$ cat src/rtl/game_pkg.sv
// ----------------------------------------------------------------------------
// game_pkg
// Shared types and constants for the reaction-game pattern path.
//   state_t        : pattern sequencer states
//   PATTERN_W      : width of the target pattern
//   LFSR_MASK      : Galois feedback mask for the 16-bit right-shifting LFSR
//   FALLBACK_A/B   : substitutes used when the raw LFSR byte is unusable
//   lfsr_step      : one LFSR shift
//   pick_candidate : turns a raw LFSR byte into a usable, non-repeating pattern
// ----------------------------------------------------------------------------
package game_pkg;

    typedef enum logic [1:0] {
        IDLE = 2'd0,
        GAP  = 2'd1,
        SHOW = 2'd2
    } state_t;

    localparam int                   PATTERN_W  = 8;
    localparam logic [15:0]          LFSR_MASK  = 16'hB400;
    localparam logic [PATTERN_W-1:0] FALLBACK_A = 8'h01;
    localparam logic [PATTERN_W-1:0] FALLBACK_B = 8'h02;

    function automatic logic [15:0] lfsr_step(input logic [15:0] v);
        return (v >> 1) ^ (v[0] ? LFSR_MASK : 16'h0000);
    endfunction

    // Score logic downstream cannot handle a blank target or the same target
    // twice in a row, so either case is replaced by a fallback that differs
    // from the previous pattern.
    function automatic logic [PATTERN_W-1:0] pick_candidate(
        input logic [PATTERN_W-1:0] raw,
        input logic [PATTERN_W-1:0] prev
    );
        if ((raw == '0) || (raw == prev)) begin
            return (prev == FALLBACK_A) ? FALLBACK_B : FALLBACK_A;
        end
        return raw;
    endfunction

endpackage

$ cat src/rtl/pattern_generator_if.sv
// ----------------------------------------------------------------------------
// pattern_generator_if
// Signal bundle between the pattern generator and the score side.
//   enable        : level, 1 = game running            (score side -> generator)
//   hit           : 1-cycle pulse, pattern matched      (score side -> generator)
//   counter10h    : 1-cycle game tick pulse             (generator -> score side)
//   pattern       : current target, 0 = nothing shown   (generator -> score side)
//   pattern_valid : high while a pattern is shown       (generator -> score side)
//   round_count   : patterns issued, wraps at 256       (generator -> score side)
// ----------------------------------------------------------------------------
interface pattern_generator_if;
    import game_pkg::*;

    logic                 enable;
    logic                 hit;
    logic                 counter10h;
    logic [PATTERN_W-1:0] pattern;
    logic                 pattern_valid;
    logic [7:0]           round_count;

    modport master (
        input  enable,
        input  hit,
        output counter10h,
        output pattern,
        output pattern_valid,
        output round_count
    );

    modport slave (
        output enable,
        output hit,
        input  counter10h,
        input  pattern,
        input  pattern_valid,
        input  round_count
    );
endinterface

$ cat src/rtl/tick_prescaler.sv
// ----------------------------------------------------------------------------
// tick_prescaler
// Divides the system clock down to a game tick. While enable is high the
// counter runs 0..DIV-1 and a registered one-cycle tick follows each wrap, so
// the first tick arrives DIV clocks after enable rises. Dropping enable clears
// the counter and suppresses the tick.
//   CLOCK50M : system clock
//   reset_n  : asynchronous active-low reset
//   enable   : run the divider
//   tick     : one-cycle pulse every DIV clocks
// ----------------------------------------------------------------------------
module tick_prescaler #(
    parameter int CLK_HZ  = 50_000_000,
    parameter int TICK_HZ = 10
) (
    input  logic CLOCK50M,
    input  logic reset_n,
    input  logic enable,
    output logic tick
);
    localparam int               DIV      = CLK_HZ / TICK_HZ;
    localparam int               PRE_W    = (DIV > 2) ? $clog2(DIV) : 1;
    localparam logic [PRE_W-1:0] PRE_LAST = PRE_W'(DIV - 1);
    localparam logic [PRE_W-1:0] PRE_ONE  = PRE_W'(1);

    logic [PRE_W-1:0] pre_q, pre_d;
    logic             tick_q, tick_d;

    always_comb begin
        pre_d  = '0;
        tick_d = 1'b0;
        if (enable) begin
            if (pre_q == PRE_LAST) begin
                tick_d = 1'b1;
            end else begin
                pre_d = pre_q + PRE_ONE;
            end
        end
    end

    always_ff @(posedge CLOCK50M or negedge reset_n) begin
        if (!reset_n) begin
            pre_q  <= '0;
            tick_q <= 1'b0;
        end else begin
            pre_q  <= pre_d;
            tick_q <= tick_d;
        end
    end

    assign tick = tick_q;

endmodule

$ cat src/rtl/pattern_generator.sv
// ----------------------------------------------------------------------------
// pattern_generator
// Produces the game tick and the sequence of 8-bit target patterns: each
// pattern is held for SHOW_TICKS ticks, followed by GAP_TICKS blank ticks.
// A hit pulse while a pattern is shown ends it at once and starts a gap.
//   CLOCK50M : system clock
//   reset_n  : asynchronous active-low reset
//   bus      : pattern_generator_if.master (enable, hit in;
//              counter10h, pattern, pattern_valid, round_count out)
//
// state | meaning
// ------+-------------------------------------------------------------
// IDLE  | game stopped, nothing shown
// GAP   | blank between patterns, cnt counts remaining gap ticks
// SHOW  | pattern displayed, cnt counts remaining show ticks
// ----------------------------------------------------------------------------
module pattern_generator
    import game_pkg::*;
#(
    parameter int          CLK_HZ     = 50_000_000,
    parameter int          TICK_HZ    = 10,
    parameter int          SHOW_TICKS = 10,
    parameter int          GAP_TICKS  = 5,
    parameter logic [15:0] LFSR_SEED  = 16'hACE1
) (
    input  logic                CLOCK50M,
    input  logic                reset_n,
    pattern_generator_if.master bus
);
    localparam int CNT_MAX   = (SHOW_TICKS > GAP_TICKS) ? SHOW_TICKS : GAP_TICKS;
    localparam int CNT_W_RAW = $clog2(CNT_MAX + 1);
    localparam int CNT_W     = (CNT_W_RAW < 4) ? 4 : CNT_W_RAW;

    localparam logic [CNT_W-1:0] CNT_SHOW = CNT_W'(SHOW_TICKS);
    localparam logic [CNT_W-1:0] CNT_GAP  = CNT_W'(GAP_TICKS);
    localparam logic [CNT_W-1:0] CNT_ONE  = CNT_W'(1);

    state_t               state_q, state_d;
    logic [CNT_W-1:0]     cnt_q, cnt_d;
    logic [PATTERN_W-1:0] pattern_q, pattern_d;
    logic [PATTERN_W-1:0] prev_q, prev_d;
    logic [7:0]           round_q, round_d;
    logic [15:0]          lfsr_q, lfsr_d;
    logic                 tick;
    logic [PATTERN_W-1:0] cand;

    tick_prescaler #(
        .CLK_HZ  (CLK_HZ),
        .TICK_HZ (TICK_HZ)
    ) u_tick_prescaler (
        .CLOCK50M (CLOCK50M),
        .reset_n  (reset_n),
        .enable   (bus.enable),
        .tick     (tick)
    );

    // Free-running so the sequence depends on how long the player waited.
    assign lfsr_d = lfsr_step(lfsr_q);
    assign cand   = pick_candidate(lfsr_q[PATTERN_W-1:0], prev_q);

    always_comb begin
        state_d   = state_q;
        cnt_d     = cnt_q;
        pattern_d = pattern_q;
        prev_d    = prev_q;
        round_d   = round_q;

        if (!bus.enable) begin
            state_d   = IDLE;
            pattern_d = '0;
        end else begin
            unique case (state_q)
                IDLE: begin
                    state_d   = GAP;
                    cnt_d     = CNT_GAP;
                    pattern_d = '0;
                end
                GAP: begin
                    if (tick) begin
                        if (cnt_q == CNT_ONE) begin
                            state_d   = SHOW;
                            cnt_d     = CNT_SHOW;
                            pattern_d = cand;
                            prev_d    = cand;
                            round_d   = round_q + 8'd1;
                        end else begin
                            cnt_d = cnt_q - CNT_ONE;
                        end
                    end
                end
                SHOW: begin
                    // hit has priority; a coinciding tick is swallowed so the
                    // following gap is always a full GAP_TICKS long.
                    if (bus.hit) begin
                        state_d   = GAP;
                        cnt_d     = CNT_GAP;
                        pattern_d = '0;
                    end else if (tick) begin
                        if (cnt_q == CNT_ONE) begin
                            state_d   = GAP;
                            cnt_d     = CNT_GAP;
                            pattern_d = '0;
                        end else begin
                            cnt_d = cnt_q - CNT_ONE;
                        end
                    end
                end
                default: begin
                    state_d   = IDLE;
                    pattern_d = '0;
                end
            endcase
        end
    end

    always_ff @(posedge CLOCK50M or negedge reset_n) begin
        if (!reset_n) begin
            state_q   <= IDLE;
            cnt_q     <= '0;
            pattern_q <= '0;
            prev_q    <= '0;
            round_q   <= '0;
            lfsr_q    <= LFSR_SEED;
        end else begin
            state_q   <= state_d;
            cnt_q     <= cnt_d;
            pattern_q <= pattern_d;
            prev_q    <= prev_d;
            round_q   <= round_d;
            lfsr_q    <= lfsr_d;
        end
    end

    assign bus.counter10h    = tick;
    assign bus.pattern       = pattern_q;
    assign bus.pattern_valid = (state_q == SHOW);
    assign bus.round_count   = round_q;

endmodule

$ cat src/flat_wrapper.sv
// flat-port wrapper written by rule: the top's interface ports become plain ports
module pattern_generator_flat import game_pkg::*;
#(
    parameter int          CLK_HZ     = 50_000_000,
    parameter int          TICK_HZ    = 10,
    parameter int          SHOW_TICKS = 10,
    parameter int          GAP_TICKS  = 5,
    parameter logic [15:0] LFSR_SEED  = 16'hACE1
)
  (CLOCK50M, reset_n, bus_enable, bus_hit, bus_counter10h, bus_pattern, bus_pattern_valid, bus_round_count);
  pattern_generator_if bus_i ();
  input  logic CLOCK50M;
  input  logic reset_n;
  input wire logic [$bits(bus_i.enable)-1:0] bus_enable;
  input wire logic [$bits(bus_i.hit)-1:0] bus_hit;
  output wire logic [$bits(bus_i.counter10h)-1:0] bus_counter10h;
  output wire logic [$bits(bus_i.pattern)-1:0] bus_pattern;
  output wire logic [$bits(bus_i.pattern_valid)-1:0] bus_pattern_valid;
  output wire logic [$bits(bus_i.round_count)-1:0] bus_round_count;
  assign bus_i.enable = bus_enable;
  assign bus_i.hit = bus_hit;
  assign bus_counter10h = bus_i.counter10h;
  assign bus_pattern = bus_i.pattern;
  assign bus_pattern_valid = bus_i.pattern_valid;
  assign bus_round_count = bus_i.round_count;
  pattern_generator #(.CLK_HZ(CLK_HZ), .TICK_HZ(TICK_HZ), .SHOW_TICKS(SHOW_TICKS), .GAP_TICKS(GAP_TICKS), .LFSR_SEED(LFSR_SEED)) u_core (.CLOCK50M(CLOCK50M), .reset_n(reset_n), .bus(bus_i));
endmodule
$ cat config.mk
export PLATFORM = sky130hd
export DESIGN_NAME = pattern_generator_flat
export DESIGN_NICKNAME = d
export VERILOG_FILES = /design/src/rtl/game_pkg.sv /design/src/rtl/pattern_generator_if.sv /design/src/rtl/tick_prescaler.sv /design/src/rtl/pattern_generator.sv /design/src/flat_wrapper.sv
export SDC_FILE = /design/constraint.sdc
export NUM_CORES = 1
export LEC_CHECK = 0
export BUFFER_PORTS_ARGS = -buffer_cell sky130_fd_sc_hd__buf_2
export CAP_MARGIN = 40
export CORE_MARGIN = 2
export CORE_UTILIZATION = 40
export CTS_CLUSTER_SIZE = 14
export DETAILED_ROUTE_END_ITERATION = 8
export HOLD_SLACK_MARGIN = 0.12
export SYNTH_ARGS = -nofsm -noshare
export SYNTH_HDL_FRONTEND = slang
export SYNTH_HIERARCHICAL = 1
export SYNTH_SLANG_ARGS = --single-unit
$ cat constraint.sdc
create_clock -name CLOCK50M -period 1.9 [get_ports CLOCK50M]
set_clock_uncertainty 0.05 [all_clocks]
set_input_delay 0.475 -clock CLOCK50M [delete_from_list [all_inputs] [get_ports CLOCK50M]]
set_output_delay 0.475 -clock CLOCK50M [all_outputs]
set_load 0.05 [all_outputs]
==> results.cfg, run 1 <==
[outcome]
status = completed

[setup_path]
crit_arrival_ns = 1.31
endpoint_kind = primary output
crit_buf_inv = 2
critPathRequiredTime_ns = 1.37
start_kind = flip-flop
worstPathMaxFanout = 6
cp_top_family = flip-flops
crit_slowest_cell = dfrtp_1
max_stage_delay_ns = 0.43
worstSetupPathType = flip-flop to primary output
crit_path_cell_trace = inv_1 -> ha_2 -> buf_6

[timing]
finalSetupViolations = 0
hold_violations = 0
period_share = 0.963
fin_crit_ns = 1.83
fmax_ghz = 0.546
setup-tns-final_ns = 0
whs_ns = 0.291
layout_setup_ws_ns = 0.0697
worst_pin_slew_ns = 0.372
rsz0062_at_grt = true
slew_viol_final = 0
slew_headroom = 0.750

[cells_and_area]
final_layout_size_suffix_gt1_frac = 0.256
final_cell_area_sq_um = 3840
fin_cells = 438
num_antenna_cells = 0
utilization = 0.495
nets = 343
syn2layout_area_growth_pct = 18.6

[clocking]
clk_pin_slew_ns = 0.09
cts_made_buffers = 9
clk_latency_ns = 0.35
htree_levels = 3
cts_root_buffer = clkbuf_8
clock-sinks = 70
cts_tree = done
clock_path_buffers = 2

[worst_hold_path]
hold_class = flip-flop to flip-flop

[synthesis]
synth_warnings = 6
ys_ff_latch = 70
syn_avg_cell_area_sq_um = 11.3
synth_top_cells_by_area = dfrtp_1 48%, dfstp_2 6.5%, xnor2_1 4.9%
yosysSeqAreaShare = 0.544
syn_inst = 286
yosys.area.top_type_share = 0.479
synth-edff-count = 0
synthesis.nets = 298
async_flop_share = 1.00
yosys.area.top_type = dfrtp_1
synth_cell_types = 49
synth_flop_cell = dfrtp_1
syn_area_sq_um = 3240

[detailed_routing]
drt.antenna.violating_nets = 0
vias = 2273
drc = 0
top_layer = met4
routed_via_density = 5.19
wl_met2_microns = 2900
first_pass_iters = 4
post_drt_wl_per_cell_microns = 14.0
drt_iter0_drc = 76
wl_met1_microns = 2930
dr_wl_met3_microns = 257
finalWirelength_microns = 6140

[grt]
grt_pass1_wl_microns = 10900
grt_pass1_vias = 2298
grtUsageTotal = 0.160
overflow = 0
grt_antenna_before_repair = 0
grt_max_degree = 29

[die]
io_pins = 22
coreArea_sq_um = 7770
fp-row-count = 32
start_util = 0.417
die-area_sq_um = 8830
die_height_microns = 94.0
die_w_microns = 94.0

[place]
post-place-ws_ns = -0.0226
dpl.cell_count = 416
post_dp_cell_area_sq_um = 3570
gp_congestion = 0.796
io_buffers = 21
dp.final_hpwl_microns = 4280

[power]
power_leakage_nw = 1.77
finalPower_mw = 3.04
vdd_drop_max_mv = 0.364
powerDensity_nw_per_um2 = 792

[flow_run]
cap_violations = 0
final cells by class:
| type | count | area (sq um) |
|---|---|---|
| fill | 739 | 3930 |
| sequential | 70 | 1760 |
| multi-input combinational | 195 | 1400 |
| timing repair buffer | 44 | 324 |
| tap | 102 | 128 |
| clock buffer | 9 | 124 |
| clock inverter | 7 | 61.3 |
| inverter | 11 | 41.3 |
kinds of logic (layout without fill, tap and decap cells):
logic type      after synthesis  after routing  synth area share
flops                        70             70             0.544
simple gates                105            105             0.195
xor+xnor                     31             31            0.0838
compound gates               50             50             0.111
mux                           1              1           0.00309
buf+inv                      21             71            0.0325
fa+ha+maj                     8              8            0.0309
state kept, by name, summed over array words and instances (netlist names):
signal / flops
u_core/cnt_q: 4
u_core/bus.pattern: 8
u_core/state_q: 2
u_core/bus.round_count: 8
u_core/lfsr_q: 16
u_core/u_tick_prescaler/tick: 1
u_core/u_tick_prescaler/pre_q: 23
u_core/prev_q: 8
Yosys cell counts, drive strengths merged (6+ instances only):
library cell / count
dfrtp: 62
nand2: 22
nor2: 22
xnor2: 18
nand4: 14
a22o: 13
xor2: 13
a21oi: 12
o21ai: 12
inv: 11
nand3: 9
buf: 8
dfstp: 8
ha: 8
nor3: 6
nor4: 6
or3: 6
worst paths after layout:
path / startpoint / cells past startpoint / end / slack (ns)
worst max-delay path: u_core/state_q[0] / 3 / bus_pattern_valid / 0.07
worst min-delay path: u_core/lfsr_q[12] / 0 / u_core/lfsr_q[11] / 0.29
max in group asynchronous: reset_n / 3 / u_core/lfsr_q[7] / 0.76
worst max register to register: u_core/u_tick_prescaler/pre_q[2] / 4 / u_core/u_tick_prescaler/pre_q[15] / 0.09
worst min register to register: u_core/lfsr_q[12] / 0 / u_core/lfsr_q[11] / 0.29
min in group asynchronous: reset_n / 2 / u_core/bus.round_count[7] / 0.49
metal layers:
layer,up-vias,global-route usage
met1,1098,0.208
met5,-,0
met3,6,0.0554
li1,1129,-
met4,0,0.0543
met2,40,0.249
layout by cell type, fill, tap and decap left out, types with 6 or more instances in the layout:
cell       n
o21ai_0   11
inv_1     10
buf_4     19
ha_1       6
xor2_1    13
dfstp_2    8
buf_2     20
nor2_1    21
dfrtp_1   61
or3_1      6
nand4_1   12
clkbuf_8   9
xnor2_1   18
nand3_1    8
nor4_1     6
a21oi_1   11
nand2_1   22
a22o_1    13
where the power goes:
| group | internal, mW | switching [mW] | total [mW] |
|---|---|---|---|
| combinational | 0.150 | 0.178 | 0.328 |
| clock | 0.500 | 0.621 | 1.12 |
| sequential | 1.53 | 0.0592 | 1.59 |
what timing repair did:
action | 4_1_cts | 5_1_grt
endpoints found under the setup margin | 16 | 23
resized for setup | 2 | 9
pin swaps | 0 | 5
hold endpoints to repair | 9 | 0
hold buffers | 1 | 0
buffers inserted | 0 | 5
Power figures use the tool's default switching activity.
==> run 2, diff against run 1 <==
--- a/config.mk
+++ b/config.mk
@@ -7,11 +7,13 @@
 export LEC_CHECK = 0
 export BUFFER_PORTS_ARGS = -buffer_cell sky130_fd_sc_hd__buf_2
 export CAP_MARGIN = 40
+export CORE_ASPECT_RATIO = 1.5
 export CORE_MARGIN = 2
 export CORE_UTILIZATION = 40
 export CTS_CLUSTER_SIZE = 14
 export DETAILED_ROUTE_END_ITERATION = 8
 export HOLD_SLACK_MARGIN = 0.12
+export MAX_ROUTING_LAYER = met4
 export SYNTH_ARGS = -nofsm -noshare
 export SYNTH_HDL_FRONTEND = slang
 export SYNTH_HIERARCHICAL = 1
==> run 2 against run 1 <==
  * Flip-flop and latch count is the same
  * Via count grew 3.0%
  * Routed wire length grew 3.5%
  * Utilization shrank 0.74 points
  * Combinational power shrank 12%
  * Critical path depth is the same
  * Largest cell class unchanged
  * Cell area grew 0.91%
  * Setup slack lost 0.016 ns
  * Highest routed layer unchanged
  * Clock power grew 42%
  * Hold slack gained 0.0095 ns
==> results.cfg, run 2 (synthesis gave the netlist of run 1 again) <==
[place]
io_buffers = 21
dp.final_hpwl_microns = 4530
gp_congestion = 0.885
post_dp_cell_area_sq_um = 3570

[detailed_routing]
finalWirelength_microns = 6360
drt.antenna.violating_nets = 0
drt_iter0_drc = 70
drc = 0
post_drt_wl_per_cell_microns = 14.6
first_pass_iters = 4
vias = 2341
routed_via_density = 5.37

[power]
vdd_drop_max_mv = 0.634
pwr-share-comb = 0.084
swShare = 0.261
seqPwrFrac = 0.458
internal_power_mw = 2.56
p_sw_mw = 0.904
power_leakage_nw = 1.78
finalPower_mw = 3.47
clkPwrFrac = 0.459
powerDensity_nw_per_um2 = 895

[die]
io_pins = 22
coreArea_sq_um = 7960
die-area_sq_um = 8850
fp-row-count = 40
die_height_microns = 114
die_w_microns = 77.5
start_util = 0.407

[timing]
setup-tns-final_ns = 0
slew_headroom = 0.756
period_share = 0.972
rsz0062_at_grt = false
fin_crit_ns = 1.85
fmax_ghz = 0.541
finalSetupViolations = 0
hold_violations = 0
worst_pin_slew_ns = 0.362
slew_viol_final = 0

[grt]
grt_pass1_vias = 2395
grt_pass1_wl_microns = 11100
grt_antenna_before_repair = 0
grt_max_degree = 46
grtUsageTotal = 0.163
overflow = 0

[clocking]
cts_tree = done
clk_latency_ns = 0.33
cts_root_buffer = clkbuf_16
clock_path_buffers = 2
cts_made_buffers = 9
clock-sinks = 70
htree_levels = 3
clk_pin_slew_ns = 0.06

[worst_hold_path]
hold_class = flip-flop to flip-flop

[setup_path]
critPathRequiredTime_ns = 1.37
crit_arrival_ns = 1.32
worstPathMaxFanout = 6
worstSetupPathType = flip-flop to primary output
endpoint_kind = primary output
start_kind = flip-flop

[cells_and_area]
largestRegisters = u_core/u_tick_prescaler/pre_q: 23 flops, u_core/lfsr_q: 16 flops
final_cell_area_sq_um = 3880
num_antenna_cells = 0
final_common_cell = dfrtp_1
largest_reg_flops = 23
syn2layout_area_growth_pct = 19.7
final_layout_size_suffix_gt1_frac = 0.233
regMostFlops = u_core/u_tick_prescaler/pre_q
nets = 338
final_cell_mix = 62 x dfrtp_1, 22 x nand2_1, 22 x nor2_1

[outcome]
status = completed

[flow_run]
cap_violations = 0
-- run 2: changes by cell type in the layout (fill, tap and decap cells not counted), sizes merged --
cell  before  now
buf       43   38
-- run 2: routing by layer --
layer  part of all wire  wire length, microns  global-route usage  vias to the layer above
met5                  0                     0                   -                        -
li1                   -                     -                   -                     1114
met2               0.55                  3470               0.290                       37
met1               0.41                  2610               0.175                     1179
met3              0.025                   162              0.0355                       11
met4              0.018                   116              0.0643                        0
-- run 2: timing repair --
item | CTS | global route
hold buffers | 1 | 0
endpoints found under the setup margin | 5 | 19
resized for setup | 2 | 3
endpoints found under the hold margin | 35 | 0
cloned | 0 | 0
setup buffers | 0 | 0
-- run 2: final timing paths --
path | cells after the start | endpoint | from | slack, ns
worst max-delay path | 3 | bus_pattern_valid | u_core/state_q[0] | 0.05
worst min-delay path | 0 | u_core/lfsr_q[11] | u_core/lfsr_q[12] | 0.30
worst max register to register | 4 | u_core/bus.pattern[1] | u_core/lfsr_q[7] | 0.09
worst min register to register | 0 | u_core/lfsr_q[11] | u_core/lfsr_q[12] | 0.30
max in group asynchronous | 3 | u_core/lfsr_q[10] | reset_n | 0.88
min in group asynchronous | 3 | u_core/bus.round_count[6] | reset_n | 0.61
-- run 2: area by class of cell --
type | instances | area [sq um]
fillers | 714 | 4080
flip-flops and latches | 70 | 1760
multi-input cells | 195 | 1390
repair buffers | 39 | 270
clock buffers | 9 | 225
well taps | 105 | 131
clock inverters | 7 | 61.3
inverters | 11 | 41.3
-- run 2: power groups by stage --
stage | Clock (mW) | Sequential [mW] | Combinational [mW]
5_1_grt | 1.71 | 1.59 | 0.325
2_1_floorplan | 0 | 1.60 | 0.185
4_1_cts | 1.64 | 1.59 | 0.286
3_5_place_dp | 0 | 1.61 | 0.283
3_3_place_gp | 0 | 1.61 | 0.277
6_report | 1.59 | 1.59 | 0.290
-- run 2: worst max-delay path: stages (launching register included) --
cell     delay, ns
dfrtp_1       0.42
inv_1         0.10
ha_2          0.25
buf_4         0.22
-- run 2: per-stage QoR --
stage          setup slack, ns   util  hold WS [ns]  std cells
4_1_cts                 0.0520  0.486         0.303        436
5_1_grt                0.00387  0.487         0.322        436
3_3_place_gp            0.0603  0.448         0.289        419
6_report                0.0532  0.487         0.300        436
3_5_place_dp           0.00679  0.448         0.289        419
2_1_floorplan           0.0557      -         0.129        286
